$ cat src/rtl/counter_display_driver_if.sv
// Value-in / display-out bundle for counter_display_driver.
interface counter_display_driver_if #(
    parameter int N = 8
);
    logic [N-1:0] value;
    logic [6:0]   segments;
    logic [3:0]   anodes;
    logic         dp;
    logic         busy;

    modport master (output value, input segments, input anodes, input dp, input busy);
    modport slave  (input value, output segments, output anodes, output dp, output busy);
endinterface

$ cat src/rtl/counter_display_driver.sv
// Binary-to-BCD (shift/add-3) converter feeding a 4-digit multiplexed 7-segment display.
//   state | meaning
//   IDLE  | sample value, clear BCD scratch and shift count
//   SHIFT | N add-3/shift steps
//   LATCH | copy finished BCD into the digit register
module counter_display_driver #(
    parameter int N           = 8,
    parameter int REFRESH_DIV = 100000
) (
    input  logic                      clock,
    input  logic                      reset,
    counter_display_driver_if.slave   bus
);
    localparam int PW = (REFRESH_DIV > 1) ? $clog2(REFRESH_DIV) : 1;

    typedef enum logic [1:0] {IDLE, SHIFT, LATCH} state_t;

    state_t         state_q, state_d;
    logic [N-1:0]   bin_q, bin_d;
    logic [15:0]    bcd_q, bcd_d, bcd_adj;
    logic [3:0]     cnt_q, cnt_d;
    logic [15:0]    digits_q, digits_d;
    logic           busy_q, busy_d;
    logic [PW-1:0]  presc_q, presc_d;
    logic [1:0]     sel_q, sel_d;
    logic           presc_tc;

    function automatic logic [15:0] bcd_adjust(input logic [15:0] b);
        logic [15:0] r;
        r = b;
        for (int i = 0; i < 4; i++) begin
            if (r[4*i +: 4] >= 4'd5) r[4*i +: 4] = r[4*i +: 4] + 4'd3;
        end
        return r;
    endfunction

    always_comb begin
        state_d  = state_q;
        bin_d    = bin_q;
        bcd_d    = bcd_q;
        cnt_d    = cnt_q;
        digits_d = digits_q;
        bcd_adj  = bcd_adjust(bcd_q);
        case (state_q)
            IDLE: begin
                bin_d   = bus.value;
                bcd_d   = '0;
                cnt_d   = '0;
                state_d = SHIFT;
            end
            SHIFT: begin
                bcd_d = {bcd_adj[14:0], bin_q[N-1]};
                bin_d = bin_q << 1;
                cnt_d = cnt_q + 4'd1;
                if (cnt_q == 4'(N - 1)) state_d = LATCH;
            end
            LATCH: begin
                digits_d = bcd_q;
                state_d  = IDLE;
            end
            default: state_d = IDLE;
        endcase
        // busy is registered, so it follows the state being entered
        busy_d = (state_d != IDLE);
    end

    always_comb begin
        presc_tc = (presc_q == PW'(REFRESH_DIV - 1));
        presc_d  = presc_tc ? '0 : presc_q + PW'(1);
        sel_d    = presc_tc ? sel_q + 2'd1 : sel_q;
    end

    always_ff @(posedge clock) begin
        if (reset) begin
            state_q  <= IDLE;
            bin_q    <= '0;
            bcd_q    <= '0;
            cnt_q    <= '0;
            digits_q <= '0;
            busy_q   <= 1'b0;
            presc_q  <= '0;
            sel_q    <= '0;
        end else begin
            state_q  <= state_d;
            bin_q    <= bin_d;
            bcd_q    <= bcd_d;
            cnt_q    <= cnt_d;
            digits_q <= digits_d;
            busy_q   <= busy_d;
            presc_q  <= presc_d;
            sel_q    <= sel_d;
        end
    end

    logic [3:0] digit;
    logic       blank;
    logic [6:0] seg;

    // A digit is blanked when it and every digit above it are zero; units never blank.
    always_comb begin
        digit = digits_q[3:0];
        blank = 1'b0;
        case (sel_q)
            2'd0: begin digit = digits_q[3:0];   blank = 1'b0;                    end
            2'd1: begin digit = digits_q[7:4];   blank = (digits_q[15:4] == '0);  end
            2'd2: begin digit = digits_q[11:8];  blank = (digits_q[15:8] == '0);  end
            2'd3: begin digit = digits_q[15:12]; blank = (digits_q[15:12] == '0); end
            default: begin digit = digits_q[3:0]; blank = 1'b0; end
        endcase
        case (digit)
            4'd0:    seg = 7'b1000000;
            4'd1:    seg = 7'b1111001;
            4'd2:    seg = 7'b0100100;
            4'd3:    seg = 7'b0110000;
            4'd4:    seg = 7'b0011001;
            4'd5:    seg = 7'b0010010;
            4'd6:    seg = 7'b0000010;
            4'd7:    seg = 7'b1111000;
            4'd8:    seg = 7'b0000000;
            4'd9:    seg = 7'b0010000;
            default: seg = 7'b1111111;
        endcase
        if (blank) seg = 7'b1111111;
    end

    assign bus.segments = seg;
    assign bus.anodes   = ~(4'b0001 << sel_q);
    assign bus.dp       = 1'b1;
    assign bus.busy     = busy_q;
endmodule

$ cat src/flat_wrapper.sv
// flat-port wrapper written by rule: the top's interface ports become plain ports
module counter_display_driver_flat 
#(
    parameter int N           = 8,
    parameter int REFRESH_DIV = 100000
)
  (clock, reset, bus_value, bus_segments, bus_anodes, bus_dp, bus_busy);
  counter_display_driver_if #(.N(N)) bus_i ();
  input  logic clock;
  input  logic reset;
  input wire logic [$bits(bus_i.value)-1:0] bus_value;
  output wire logic [$bits(bus_i.segments)-1:0] bus_segments;
  output wire logic [$bits(bus_i.anodes)-1:0] bus_anodes;
  output wire logic [$bits(bus_i.dp)-1:0] bus_dp;
  output wire logic [$bits(bus_i.busy)-1:0] bus_busy;
  assign bus_i.value = bus_value;
  assign bus_segments = bus_i.segments;
  assign bus_anodes = bus_i.anodes;
  assign bus_dp = bus_i.dp;
  assign bus_busy = bus_i.busy;
  counter_display_driver #(.N(N), .REFRESH_DIV(REFRESH_DIV)) u_core (.clock(clock), .reset(reset), .bus(bus_i));
endmodule
$ cat config.mk
export PLATFORM = sky130hd
export DESIGN_NAME = counter_display_driver_flat
export DESIGN_NICKNAME = d
export VERILOG_FILES = /design/src/rtl/counter_display_driver_if.sv /design/src/rtl/counter_display_driver.sv /design/src/flat_wrapper.sv
export SDC_FILE = /design/constraint.sdc
export NUM_CORES = 1
export LEC_CHECK = 0
export ABC_AREA = 1
export CORE_ASPECT_RATIO = 1.1
export CORE_MARGIN = 5
export CORE_UTILIZATION = 33
export CTS_BUF_LIST = sky130_fd_sc_hd__clkbuf_16
export CTS_CLUSTER_SIZE = 24
export DETAILED_ROUTE_END_ITERATION = 7
export SLEW_MARGIN = 20
export SYNTH_ARGS = -nofsm -noshare
export SYNTH_HDL_FRONTEND = slang
export SYNTH_SLANG_ARGS = --single-unit
export TNS_END_PERCENT = 10
$ cat constraint.sdc
create_clock -name clock -period 5 [get_ports clock]
set_input_delay 1.5 -clock clock [delete_from_list [all_inputs] [get_ports clock]]
set_output_delay 1.5 -clock clock [all_outputs]
set_load 0.03 [all_outputs]
Word level (Yosys, flattened, before mapping)
Memory sizes are Yosys's and may differ from the RTL's.
Cells that the tools add are included.
{"block": "classes", "shifts": 1, "reduce_logical": 8, "add_sub_neg": 7, "n_bitwise": 1, "eq_ne": 7, "n_mux": 12, "n_lt_le_gt_ge": 4}
{"op": "$pmux W16 S2", "n": 1}
{"op": "$add A17 B1 Y17 const B", "n": 1}
{"op": "$eq A17 B17 Y1 const B", "n": 1}
{"op": "$ge A4 B3 Y1 const B", "n": 4}
{"op": "$pmux W4 S4", "n": 1}
{"op": "$pmux W8 S2", "n": 1}
{"op": "$add A4 B2 Y4 const B", "n": 3}
{"op": "$logic_not A12 Y1", "n": 1}
{"op": "$mux W4", "n": 3}
{"op": "$logic_not A8 Y1", "n": 1}
{"op": "$pmux W4 S2", "n": 1}
{"op": "$mux W7", "n": 1}
{"op": "$eq A2 B2 Y1 const B", "n": 3}
{"op": "$add A4 B1 Y4 const B", "n": 1}
{"op": "$eq A2 B1 Y1 const B", "n": 2}
{"op": "$eq A4 B3 Y1 const B", "n": 1}
{"op": "$logic_not A2 Y1", "n": 2}
{"op": "$logic_not A4 Y1", "n": 1}
{"op": "$not A4 Y4", "n": 1}
{"op": "$pmux W1 S4", "n": 1}
{"op": "$pmux W2 S2", "n": 1}
{"op": "$reduce_bool A2 Y1", "n": 2}
{"op": "$shl A1 B2 Y4 const A", "n": 1}
{"op": "$add A3 B2 Y3 const B", "n": 1}
{"op": "other kinds (4)", "n": 4}
{"block": "totals", "out_inout_bits": 13, "mem_bits_ro": 112, "register_bits": 66, "in_bits": 10, "n_memories": 1, "elab_cells": 49}
{"name": "(name not given)", "words": 16, "width": 7, "rd": 1, "rd_clocked_by_memory_dff": 0, "wr": 0, "line_no": "counter_display_driver.sv:110", "rtl": "case (digit)"}

Longest topological paths before layout
{"block": "logic_depth", "word_depth": 4, "mapped_depth": 12, "depth_no_buf": 12}

Worst setup path after synthesis
OpenSTA, ideal clock, no wires.
{"block": "synth_path", "path_kind": "flip-flop to output port", "start": "register u_core.sel_q[0]", "end": "output port bus_segments[1]", "slack_ns": 1.561, "path_stages_with_launch": 9, "arrival_ns": 1.939, "n_path_buf": 0, "required_ns": 3.500, "cell_sequence": "dfxtp_1 -> inv_1 -> ha_1 -> inv_2 -> nand2_1 -> o21ai_2 -> inv_1 -> ha_1 -> o211ai_1"}
{"block": "synth_between", "elab_chain_len": 4, "elab_cells_between_ends": 8, "classes_between": "eq/ne: 3; mux: 3; reduce/logical: 1; memory: 1"}
{"element": "start: declaration", "line_no": "counter_display_driver.sv:25", "rtl": "logic [1:0] sel_q, sel_d;"}
{"element": "start signal: assignment", "line_no": "counter_display_driver.sv:91", "rtl": "sel_q <= sel_d;"}
{"element": "$eq A2 B2 Y1 (tied with other cells)", "line_no": "counter_display_driver.sv:103", "rtl": "case (sel_q)"}
{"element": "$pmux W4 S4", "line_no": "counter_display_driver.sv:103"}
{"element": "$mem_v2 Z16 W7"}
{"element": "$mux W7 (*)", "line_no": "counter_display_driver.sv:123", "rtl": "if (blank) seg = 7'b1111111;"}
{"element": "end: declaration", "line_no": "flat_wrapper.sv:12", "rtl": "output wire logic [$bits(bus_i.segments)-1:0] bus_segments;"}
Every way passes the cells marked *; elsewhere a longest branch is shown, timed or not.

Worst setup path in the final report
{"block": "layout_path", "start": "register u_core.sel_q[0]", "end": "output port bus_segments[3]"}
The elaborated chain is that of the path after synthesis.

==> reports/metrics.yaml <==
postCtsSetupBuffers: 0
fin_tns_setup_ps: 0
hpwl_microns: 5100
clk_pin_slew_ps: 60
cts-htree-levels: 3
power_switching_uw: 251.7
drt_iter0_markers: 164
io_buffers: 21
setup_ws_ps: 738.4
synth_top_family_by_area: "simple AND/OR/NAND/NOR gates"
clkPwrFrac_pct: 54.8
holdBufCountCts: 0
boundaryPins: 23
finalCritPeriodShare_pct: 85.23
syn_nets: 514
max-cap-violations: 0
yosys.area_share.adder_pct: 6.479
final_common_cell: "nand2_1"
diodes: 0
cts_tree: "done"
die_area_sq_mm: 0.01269
grt_setup_unrepaired: "no"
grt_max_degree: 38
wire_per_inst_microns: 10.84
cts_buffers: 9
cp.required_ps: 3500
gp_congestion: 0.7643
slew_headroom_pct: 65.62
synth_cell_types: 38
dieHeight_microns: 117.6
ys_warn_count: 0
fin_crit_ps: 4262
power_frac_seq_pct: 42.0
root_buffer: "clkbuf_16"
ys_ff_latch: 66
yosys.area_share.simple_pct: 29.16
fin_skew_ps: 5.846
power_switching_share_pct: 19.61
grt_pass1_wl_microns: 12600
muxShareOfSynthArea_pct: 0
insertion_delay_ps: 330
p_leak_nw: 1.651
fin_nets: 535
ant_nets: 0
yosys.area_share.xor_xnor_pct: 2.016
cp-start-kind: "register"
area_growth_pct: 18.90
hp-class: "reg2reg"
slew_viol_final: 0
synthCells: 486
status: "complete, no violations"
vdd_ir_drop_max_uv: 150.6
synth_compound_area_share_pct: 14.54
path_class: "reg2out"
drc: 0
combPwrFrac_pct: 3.2
finalHoldViolations: 0
setup_violations: 0
power_density_mw_per_mm2: 310.7
cts_sinks: 66
grt_pass1_vias: 2896
internal_power_mw: 1.032
arrival_ps: 2760
clk_path_buf_depth: 2
firstDrtPassIters: 4
avgSynthCellArea_sq_um: 7.152
grt_usage_pct: 12.10
via_per_inst: 4.594
postLayoutCoreUtil_pct: 39.95
pre_cts_ws_ps: 1090
grt_antenna_before_repair: 0
final_cell_mix: "nand2_1 (127), dfxtp_1 (66), inv_1 (62), nor2_1 (41), a21oi_1 (40)"
final_layout_size_suffix_gt1_share_pct: 8.008
postRouteWirelength_microns: 7099
overflow: 0
max_freq_mhz: 234.7
routed-via-count: 3009
cts_resized: 0
fp.dieW_microns: 107.9
core_area_sq_mm: 0.01034
std_cell_rows: 39
ys_seq_area_share_pct: 38.01
critPathCaptureType: "output pin"
synth_area_sq_mm: 0.003476
crit_fanout: 7
initial_utilization_pct: 33.60
tightest_slew_ps: 511.7
-- power groups by stage --
| stage | registers [mW] | clock network (mW) | logic (mW) |
|---|---|---|---|
| after floorplan | 0.550 | 0 | 0.0286 |
| after global placement | 0.550 | 0 | 0.0413 |
| after detailed placement | 0.550 | 0 | 0.0419 |
| after CTS | 0.539 | 0.725 | 0.0422 |
| after global routing | 0.540 | 0.745 | 0.0475 |
| final | 0.539 | 0.703 | 0.0411 |
-- worst max-delay path, stage by stage (launching register included) --
cell             delay (ps)
dfxtp_1                 350
inv_1                   110
ha_1                    250
inv_2                   120
nand2_1                  80
o21ai_2                 220
inv_1                   110
ha_1                    310
nand2_1                  50
nand2_1                  60
nand2_1                  40
nand2_1                  70
clkdlybuf4s50_1         660
-- logic make-up after synthesis --
logic type	Yosys count
AND/OR/NAND/NOR	228
other	1
flip-flops	66
AO/OA/AOI/OAI	86
buffers and inverters	79
adder cells (fa/ha/maj)	18
XOR/XNOR	8
-- cell usage after synthesis --
| cell | n | area [sq um] |
|---|---|---|
| nand2_1 | 127 | 476.7 |
| dfxtp_1 | 66 | 1321 |
| inv_1 | 60 | 225.2 |
| nor2_1 | 41 | 153.9 |
| a21oi_1 | 40 | 200.2 |
| nand3_1 | 26 | 130.1 |
| o21ai_0 | 19 | 95.09 |
| ha_1 | 18 | 225.2 |
| a211oi_1 | 12 | 90.09 |
| nor3_1 | 10 | 50.05 |
| xor2_1 | 8 | 70.07 |
| o211ai_1 | 6 | 45.04 |
| inv_2 | 4 | 15.01 |
| nand4_1 | 4 | 25.02 |
| buf_1 | 3 | 11.26 |
| buf_2 | 3 | 15.01 |
| buf_6 | 3 | 33.78 |
| nand2_2 | 3 | 18.77 |
| nand2_4 | 3 | 33.78 |
| nand3_2 | 3 | 30.03 |
| nor2_4 | 3 | 33.78 |
| o21a_1 | 3 | 22.52 |
| buf_4 | 2 | 15.01 |
| clkbuf_1 | 2 | 7.510 |
| nor2_2 | 2 | 12.51 |
| nor3_2 | 2 | 20.02 |
| o21bai_1 | 2 | 15.01 |
| a22oi_1 | 1 | 7.510 |
| and2_1 | 1 | 6.260 |
| and3_1 | 1 | 6.260 |
| clkinv_2 | 1 | 5.000 |
| conb_1 | 1 | 3.750 |
| inv_6 | 1 | 8.760 |
| nand3b_1 | 1 | 7.510 |
| o21ai_2 | 1 | 8.760 |
| o221ai_1 | 1 | 8.760 |
| o22ai_2 | 1 | 12.51 |
| or2_4 | 1 | 8.760 |
-- per-stage QoR --
| step | area [sq um] | hold slack, ps | power [mW] | cells |
|---|---|---|---|---|
| after floorplan | 3476 | 428.6 | 0.5789 | 486 |
| after global placement | 3797 | 440.6 | 0.5914 | 639 |
| after detailed placement | 3797 | 451.2 | 0.5923 | 639 |
| after CTS | 4133 | 458.3 | 1.306 | 655 |
| after global routing | 4133 | 481.3 | 1.332 | 655 |
| final | 4133 | 456.9 | 1.284 | 655 |
-- worst paths after layout --
path                                   startpoint                  to  slack [ps]  cells after the start
worst min-delay path              u_core.bin_q[7]     u_core.bcd_q[0]         460                      2
worst max register to register  u_core.state_q[1]  u_core.digits_q[1]        3250                      6
worst min register to register    u_core.bin_q[7]     u_core.bcd_q[0]         460                      2
worst max-delay path              u_core.sel_q[0]     bus_segments[3]         740                     12
-- sequential cells by signal, summed over array words and instances (netlist names) --
register and flops:
u_core.bcd_q 16, u_core.bin_q 8, u_core.bus.busy 1, u_core.cnt_q 4, u_core.digits_q 16, u_core.presc_q 17
u_core.sel_q 2, u_core.state_q 2
-- layout make-up --
class	instances	area (sq um)
Fill cell	1117	6212
Multi-Input combinational cell	341	1818
Sequential cell	66	1321
Inverter	66	254.0
Clock buffer	9	225.2
Timing Repair Buffer	23	225.2
Tap cell	143	178.9
Clock inverter	7	110.1
-- per-layer routing --
| layer | vias up | GRT usage, % | wire (microns) |
|---|---|---|---|
| met3 | 13 | 3.456 | 298 |
| li1 | 1614 | - | - |
| met1 | 1335 | 14.83 | 3394 |
| met4 | 0 | 5.367 | 161 |
| met2 | 47 | 19.52 | 3244 |
| met5 | - | 0 | 0 |
(Power assumes the default switching activity.)
